--- config.mk ---
export PLATFORM = sky130hd
export DESIGN_NAME = hex_display_driver
export DESIGN_NICKNAME = d
export VERILOG_FILES = /design/src/rtl/hex_display_driver.sv
export SDC_FILE = /design/constraint.sdc
export NUM_CORES = 1
export LEC_CHECK = 0
export ABC_AREA = 1
export BUFFER_PORTS_ARGS = -buffer_cell sky130_fd_sc_hd__buf_2
export CAP_MARGIN = 20
export CORE_ASPECT_RATIO = 0.6
export CORE_MARGIN = 3
export CORE_UTILIZATION = 51
export DETAILED_ROUTE_END_ITERATION = 7
export PLACE_DENSITY = 0.76
export REMOVE_ABC_BUFFERS = 1
export SETUP_SLACK_MARGIN = 0.5
export SLEW_MARGIN = 25
export SYNTH_ARGS = -nofsm -noshare
export SYNTH_HDL_FRONTEND = slang
export SYNTH_SLANG_ARGS = --single-unit
--- constraint.sdc ---
create_clock -name CLOCK_50 -period 1.3 [get_ports CLOCK_50]
set_input_delay 0.065 -clock CLOCK_50 [delete_from_list [all_inputs] [get_ports CLOCK_50]]
set_output_delay 0.065 -clock CLOCK_50 [all_outputs]
set_load 0.05 [all_outputs]
--- src/rtl/hex_display_driver.sv ---
// Multi-digit hex seven-segment driver: loadable value register, leading-zero blanking,
// global enable and per-digit blinking, with registered active-low segment outputs.
module hex_display_driver #(
    parameter int unsigned DIGITS    = 6,
    parameter int unsigned BLINK_DIV = 25_000_000
) (
    input  logic                  CLOCK_50,
    input  logic                  RESET,
    input  logic                  LOAD,
    input  logic [4*DIGITS-1:0]   VALUE,
    input  logic                  ENABLE,
    input  logic                  BLANK_LZ,
    input  logic [DIGITS-1:0]     BLINK_MASK,
    output logic [7*DIGITS-1:0]   HEX,
    output logic                  BLINK_PHASE
);

    localparam int unsigned CW = (BLINK_DIV > 2) ? $clog2(BLINK_DIV) : 1;
    localparam logic [CW-1:0] CNT_MAX = CW'(BLINK_DIV - 1);

    logic [4*DIGITS-1:0] value_q;
    logic [CW-1:0]       cnt_q;
    logic                phase_q;
    logic [7*DIGITS-1:0] hex_q, hex_d;
    logic [DIGITS-1:0]   lz;
    logic                nz_seen;

    function automatic logic [6:0] decode(input logic [3:0] n);
        logic [6:0] s;
        case (n)
            4'h0: s = 7'b1000000;
            4'h1: s = 7'b1111001;
            4'h2: s = 7'b0100100;
            4'h3: s = 7'b0110000;
            4'h4: s = 7'b0011001;
            4'h5: s = 7'b0010010;
            4'h6: s = 7'b0000010;
            4'h7: s = 7'b1111000;
            4'h8: s = 7'b0000000;
            4'h9: s = 7'b0010000;
            4'hA: s = 7'b0001000;
            4'hB: s = 7'b0000011;
            4'hC: s = 7'b1000110;
            4'hD: s = 7'b0100001;
            4'hE: s = 7'b0000110;
            default: s = 7'b0001110;
        endcase
        return s;
    endfunction

    // Leading-zero mask: scan from the top digit until the first nonzero nibble.
    always_comb begin
        nz_seen = 1'b0;
        lz      = '0;
        for (int i = DIGITS - 1; i >= 0; i--) begin
            if (value_q[4*i +: 4] != 4'h0) nz_seen = 1'b1;
            lz[i] = BLANK_LZ && !nz_seen && (i != 0);
        end
    end

    always_comb begin
        hex_d = '1;
        for (int i = 0; i < DIGITS; i++) begin
            if (!ENABLE || (phase_q && BLINK_MASK[i]) || lz[i]) begin
                hex_d[7*i +: 7] = 7'h7F;
            end else begin
                hex_d[7*i +: 7] = decode(value_q[4*i +: 4]);
            end
        end
    end

    always_ff @(posedge CLOCK_50) begin
        if (RESET) begin
            value_q <= '0;
            cnt_q   <= '0;
            phase_q <= 1'b0;
            hex_q   <= '1;
        end else begin
            if (LOAD) value_q <= VALUE;
            if (cnt_q == CNT_MAX) begin
                cnt_q   <= '0;
                phase_q <= ~phase_q;
            end else begin
                cnt_q <= cnt_q + 1'b1;
            end
            hex_q <= hex_d;
        end
    end

    assign HEX         = hex_q;
    assign BLINK_PHASE = phase_q;

endmodule

Yosys cells after proc, flatten, opt, wreduce, memory -nomap -nowiden
Memories as Yosys holds them, arrays and structs flattened. A register that Yosys moved wholly into a read port is not among the register bits.
Index checks and enable logic that the tools add are counted.
{"block": "word_totals", "regBits": 50, "mem_bits_ro": 672, "output_inout_bits": 43, "elab_cells": 57, "mem_count": 6}
{"name": "(name not given)", "depth": 16, "width": 7, "read_ports": 1, "rd_ports_with_merged_regs": 1, "wr": 0, "line": "30", "text": "case (n)"}
{"name": "(name not given)", "depth": 16, "width": 7, "read_ports": 1, "rd_ports_with_merged_regs": 1, "wr": 0, "line": "30"}
{"name": "(name not given)", "depth": 16, "width": 7, "read_ports": 1, "rd_ports_with_merged_regs": 1, "wr": 0, "line": "30"}
{"name": "(name not given)", "depth": 16, "width": 7, "read_ports": 1, "rd_ports_with_merged_regs": 1, "wr": 0, "line": "30"}
{"name": "(name not given)", "depth": 16, "width": 7, "read_ports": 1, "rd_ports_with_merged_regs": 1, "wr": 0, "line": "30"}
{"name": "(name not given)", "depth": 16, "width": 7, "read_ports": 1, "rd_ports_with_merged_regs": 1, "wr": 0, "line": "30"}
{"block": "op_classes", "add_sub_neg": 1, "n_eq_ne": 1, "mux": 5, "bitwise": 1, "n_reduce_logical": 40}
{"op": "25-bit by 1-bit adder with 25-bit output, second input constant", "count": 1}
{"op": "25-bit == test, second input constant", "count": 1}
{"op": "4-bit nonzero test", "count": 5}
{"op": "2-bit OR reduction", "count": 7}
{"op": "1-bit logical AND", "count": 11}
{"op": "1-bit logical OR", "count": 11}
{"op": "1-bit logical NOT", "count": 6}
{"op": "1-bit two-way mux", "count": 5}
{"op": "1-bit NOT", "count": 1}

Logic depth before layout (Yosys ltp)
{"block": "depth", "ltp_word": 10, "mapped_depth": 9, "ltp_nobuf": 9}

Least setup slack after synthesis
Ideal clock, no wire load.
{"block": "synth_path", "path_kind": "reg2reg", "startpoint": "reg value_q[21]", "endpoint": "reg hex_q[37], in the netlist HEX[37]", "setup_ns": 0.146, "t_arrival_ns": 1.247, "slack_ns": -0.093, "stages_incl_launch_ff": 7, "path_buffers": 0, "synth_period_minus_slack_ns": 1.393, "cell_sequence": "dfxtp_1 > inv_1 > ha_1 > nand2_2 > nor2_1 > a211oi_2 > o211ai_1"}
{"block": "synth_between", "elab_chain_cells": 6}
{"element": "start, declared", "line": "21", "text": "logic [4*DIGITS-1:0] value_q;"}
{"element": "start signal, assigned", "line": "74", "text": "value_q <= '0;"}
{"element": "start signal, assigned", "line": "79", "text": "if (LOAD) value_q <= VALUE;"}
{"element": "4-bit nonzero test", "line": "56", "text": "if (value_q[4*i +: 4] != 4'h0) nz_seen = 1'b1;"}
{"element": "1-bit two-way mux", "line": "56"}
{"element": "1-bit logical NOT", "line": "57", "text": "lz[i] = BLANK_LZ && !nz_seen && (i != 0);"}
{"element": "1-bit logical AND", "line": "57"}
{"element": "1-bit logical OR", "line": "64", "text": "if (!ENABLE || (phase_q && BLINK_MASK[i]) || lz[i]) begin"}
{"element": "2-bit OR reduction (no source line)"}
{"element": "end, declared", "line": "24", "text": "logic [7*DIGITS-1:0] hex_q, hex_d;"}
Parallel ways exist; a longest one is shown, timed or not.
A chain may end at the register's enable or synchronous reset.

Final worst setup path
{"block": "layout_path", "startpoint": "reg value_q[20]", "endpoint": "reg hex_q[9], in the netlist HEX[9]"}
{"block": "layout_between", "elab_chain_cells": 10}
{"element": "4-bit nonzero test", "line": "56"}
{"element": "1-bit two-way mux (5 in a row)", "line": "56"}
{"element": "1-bit logical NOT", "line": "57"}
{"element": "1-bit logical AND", "line": "57"}
{"element": "1-bit logical OR", "line": "64"}
{"element": "2-bit OR reduction (no source line)"}
No other way between the ends.

==> flow_summary.json <==
{
  "ant_nets": 0,
  "finalSetupTns_ns": -5.30,
  "dp_hpwl_mm": 8.65,
  "drtPass1Iterations": 5,
  "grt_antenna_before_repair": 0,
  "ys_seq_area_frac": 0.403,
  "critical_path_peak_fanout": 7,
  "area_delta_synth_final_pct": 58.7,
  "synth_flop_cell": "sky130_fd_sc_hd__dfxtp_1",
  "synth_enable_flop_cells": 0,
  "post-layout-total-power_uw": 7980,
  "final_net_count": 820,
  "antenna-diode-count": 0,
  "outcome": "finished, violations left",
  "switchingPower_uw": 2330,
  "grt_usage": 0.269,
  "setup.worst_path.class": "reg -> reg",
  "globalRouteOverflowTotal": 0,
  "synth.ff_latch_count": 92,
  "setup_viol": 54,
  "regToRegSetupSlack_ns": -0.17,
  "first_global_vias": 4463,
  "combPwrFrac": 0.234,
  "numClockSinks": 92,
  "crit-reg2reg-capture": "HEX[9]$_SDFF_PP1_",
  "finish.utilization": 0.842,
  "max-clock-path-buffers": 2,
  "netlist.top_cell.by_area": "sky130_fd_sc_hd__dfxtp_1",
  "static-leakage-power_uw": 0.00290,
  "mappedNetlistArea_um2": 4570,
  "finalWeightedCongestion": 0.950,
  "layout.cells.non_filler": 870,
  "route.detailed.wl_per_inst_um": 17.9,
  "switching_share_of_total_power": 0.291,
  "number_of_cell_rows": 26,
  "grt_pass1_wl_mm": 21.9,
  "reg2regPathDepth": 6,
  "report.final.slew_viol_count": 0,
  "synth_async_sr_flop_share": 0,
  "post_synth.cell_area_avg_um2": 7.63,
  "worstPathRequired_ns": 1.57,
  "cts_tree": "done",
  "route.detailed.drc": 0,
  "final_period_minus_worst_setup_slack_ns": 1.47,
  "netlist-cell-type-count": 40,
  "hp-class": "in -> reg",
  "root_buffer": "sky130_fd_sc_hd__clkbuf_16",
  "netlist_top_cells_area": "sky130_fd_sc_hd__dfxtp_1, sky130_fd_sc_hd__nand2_1, sky130_fd_sc_hd__ha_1",
  "place_inst": 824,
  "final_layout_size_suffix_gt1_frac": 0.512,
  "die_area_um2": 10200,
  "timing_worst_slew_pin_value_ns": 0.445,
  "synth.most_common_cell": "sky130_fd_sc_hd__nand2_1",
  "synth_top_area_share": 0.403,
  "maxSlewHeadroom": 0.703,
  "dr.first_iter.drc_count": 493,
  "clock_network_power_share": 0.373,
  "coreArea_um2": 8620,
  "postRouteWirelength_mm": 15.6,
  "io_buffers": 77,
  "timing.final.hold_violations": 0,
  "power_density_nw_per_um2": 1100,
  "worstSetupEndpointType": "flop",
  "timing.critical_path.from_type": "flop",
  "worst_setup_slack_after_layout_ns": -0.174,
  "finalClockSkew_ns": 0.00615,
  "rsz0062_at_grt": "true",
  "routed_via_density": 5.74,
  "route.vias.total": 4996,
  "ios": 78,
  "cts_buf_count": 9,
  "die_y_um": 79.3,
  "critPathArrivalTime_ns": 1.75,
  "initial_utilization": 0.530,
  "ys_warn_count": 0,
  "max_cap_viol_count": 0,
  "syn-instance-count": 599,
  "final_min_period_over_clock_period": 1.13,
  "hold_ws_ns": 0.00483,
  "max-vdd-ir-drop_v": 0.000786,
  "maximum_number_of_pins_on_one_net_before_global_route_repair": 49,
  "clock_insertion_delay_worst_skew_ns": 0.35,
  "setup.worst_path.end": "HEX[9]$_SDFF_PP1_",
  "cts_max_level": 3,
  "fp.dieW_um": 128,
  "cellInternalPower_uw": 5650,
  "violations_in_the_final_reports": "negative setup slack",
  "cts.reportedPaths.clkPinSlew_ns": 0.06,
  "netlist_top_cells_count": "sky130_fd_sc_hd__nand2_1, sky130_fd_sc_hd__dfxtp_1, sky130_fd_sc_hd__nor2_1",
  "timing.critical_path.from": "value_q[20]$_SDFFE_PP0P_",
  "fmax_mhz": 678,
  "share_seq_of_total_power": 0.393,
  "worstReg2RegStart": "value_q[20]$_SDFFE_PP0P_"
}
[power by group through the flow]
stage                     Combinational, uW  Sequential [uW]  Clock (uW)
final                                  1870             3130        2980
after global routing                   1980             3140        3110
after CTS                              1650             3120        2990
after detailed placement               1260             3110           0
after global placement                 1240             3100           0
after floorplan                         472             3460           0
[stage by stage]
stage	setup slack (ns)	area (um^2)
6_report	-0.174	7260
5_1_grt	-0.224	7260
4_1_cts	-0.143	6840
3_5_place_dp	-0.201	5400
3_3_place_gp	-0.104	5400
2_1_floorplan	-0.115	4450
[cells in the final DEF, fill, tap and decap left out, types with 3 or more instances in the layout]
cell type                   Yosys  final
sky130_fd_sc_hd__nor3_1         8      5
sky130_fd_sc_hd__o211ai_1       3      3
sky130_fd_sc_hd__nand3_4        0      3
sky130_fd_sc_hd__nand4_1        5      5
sky130_fd_sc_hd__xnor2_1        5      4
sky130_fd_sc_hd__bufinv_16      0      3
sky130_fd_sc_hd__nand3_1       41     21
sky130_fd_sc_hd__ha_1          32     19
sky130_fd_sc_hd__a31oi_1        7      6
sky130_fd_sc_hd__nor2_4         3     12
sky130_fd_sc_hd__nand2_2        5     16
sky130_fd_sc_hd__inv_4          0      5
sky130_fd_sc_hd__xor2_1         8      8
sky130_fd_sc_hd__nand3b_1       6      6
sky130_fd_sc_hd__buf_2          0     34
sky130_fd_sc_hd__o21ai_0       43     38
sky130_fd_sc_hd__buf_6          7     18
sky130_fd_sc_hd__buf_4          0     59
sky130_fd_sc_hd__nor2_2         1     17
sky130_fd_sc_hd__o22ai_1        3      3
sky130_fd_sc_hd__nor2_1        74     49
sky130_fd_sc_hd__o21ai_2        0      4
sky130_fd_sc_hd__ha_2           0      3
sky130_fd_sc_hd__dfxtp_1       92     24
sky130_fd_sc_hd__dfxtp_2        0     60
sky130_fd_sc_hd__clkinv_2       1      3
sky130_fd_sc_hd__nand3_2        3     20
sky130_fd_sc_hd__a21oi_1       54     36
sky130_fd_sc_hd__ha_4           0     10
sky130_fd_sc_hd__clkbuf_16      0     11
sky130_fd_sc_hd__nor3_4         1      3
sky130_fd_sc_hd__a21oi_2        0     18
sky130_fd_sc_hd__inv_2          1     12
sky130_fd_sc_hd__dfxtp_4        0      8
sky130_fd_sc_hd__nand2_1      109     93
sky130_fd_sc_hd__inv_1         53     35
sky130_fd_sc_hd__nand2_4        0      5
sky130_fd_sc_hd__buf_8          0     43
[routing by layer]
metal	global-route usage	routed length (um)	up-vias	part of all wire
li1	-	-	2297	-
met1	0.362	6590	2380	0.42
met2	0.412	7360	283	0.47
met3	0.0733	1240	36	0.080
met4	0.0996	363	0	0.023
met5	0	0	-	0
[state kept, by name, summed over array words and instances (netlist names)]
name / flops
BLINK_PHASE: 1
HEX: 42
cnt_q: 25
value_q: 24
[worst max-delay path, cell delays in order, from the launching register on]
cell and delay (ns):
sky130_fd_sc_hd__dfxtp_2 0.32, sky130_fd_sc_hd__inv_2 0.07, sky130_fd_sc_hd__ha_4 0.15, sky130_fd_sc_hd__nand2_4 0.06, sky130_fd_sc_hd__nor3_4 0.35, sky130_fd_sc_hd__nand4_4 0.26, sky130_fd_sc_hd__nand3b_1 0.18
[kinds of logic (layout without fill, tap and decap cells)]
group | Yosys count | in the layout | synth area share
and+or+nand+nor | 262 | 262 | 0.258
AOI/OAI and AO/OA | 124 | 124 | 0.151
DFF | 92 | 92 | 0.403
buffers and inverters | 76 | 235 | 0.0753
adders and majority gates | 32 | 32 | 0.0876
xor gates and xnor gates | 13 | 13 | 0.0249
[worst min path at each step]
stage / from / end / slack (ns) / cells after the start
2_1_floorplan: BLINK_MASK[5] / HEX[39]$_SDFF_PP1_ / 0.24 / 2
3_3_place_gp: VALUE[0] / value_q[0]$_SDFFE_PP0P_ / 0.34 / 3
3_5_place_dp: VALUE[0] / value_q[0]$_SDFFE_PP0P_ / 0.35 / 3
4_1_cts: VALUE[14] / value_q[14]$_SDFFE_PP0P_ / 0.003 / 3
5_1_grt: VALUE[20] / value_q[20]$_SDFFE_PP0P_ / 0.03 / 3
6_report: VALUE[6] / value_q[6]$_SDFFE_PP0P_ / 0.005 / 3
[layout make-up]
type                       instances  area [um^2]
sequential                        92         1950
timing repair buffer             160         1590
inverter                          59          262
clock inverter                     5          100
clock buffer                      11          233
fill                             422         1370
tap                              112          140
multi-input combinational        431         2990
[timing repair]
item,4_1_cts,5_1_grt
setup endpoints to repair,118,126
hold buffers,0,0
buffers inserted,18,9
endpoints found under the hold margin,0,0
pin swaps,36,29
gates resized for setup,305,93
cloned,1,2
(Power assumes the default switching activity.)
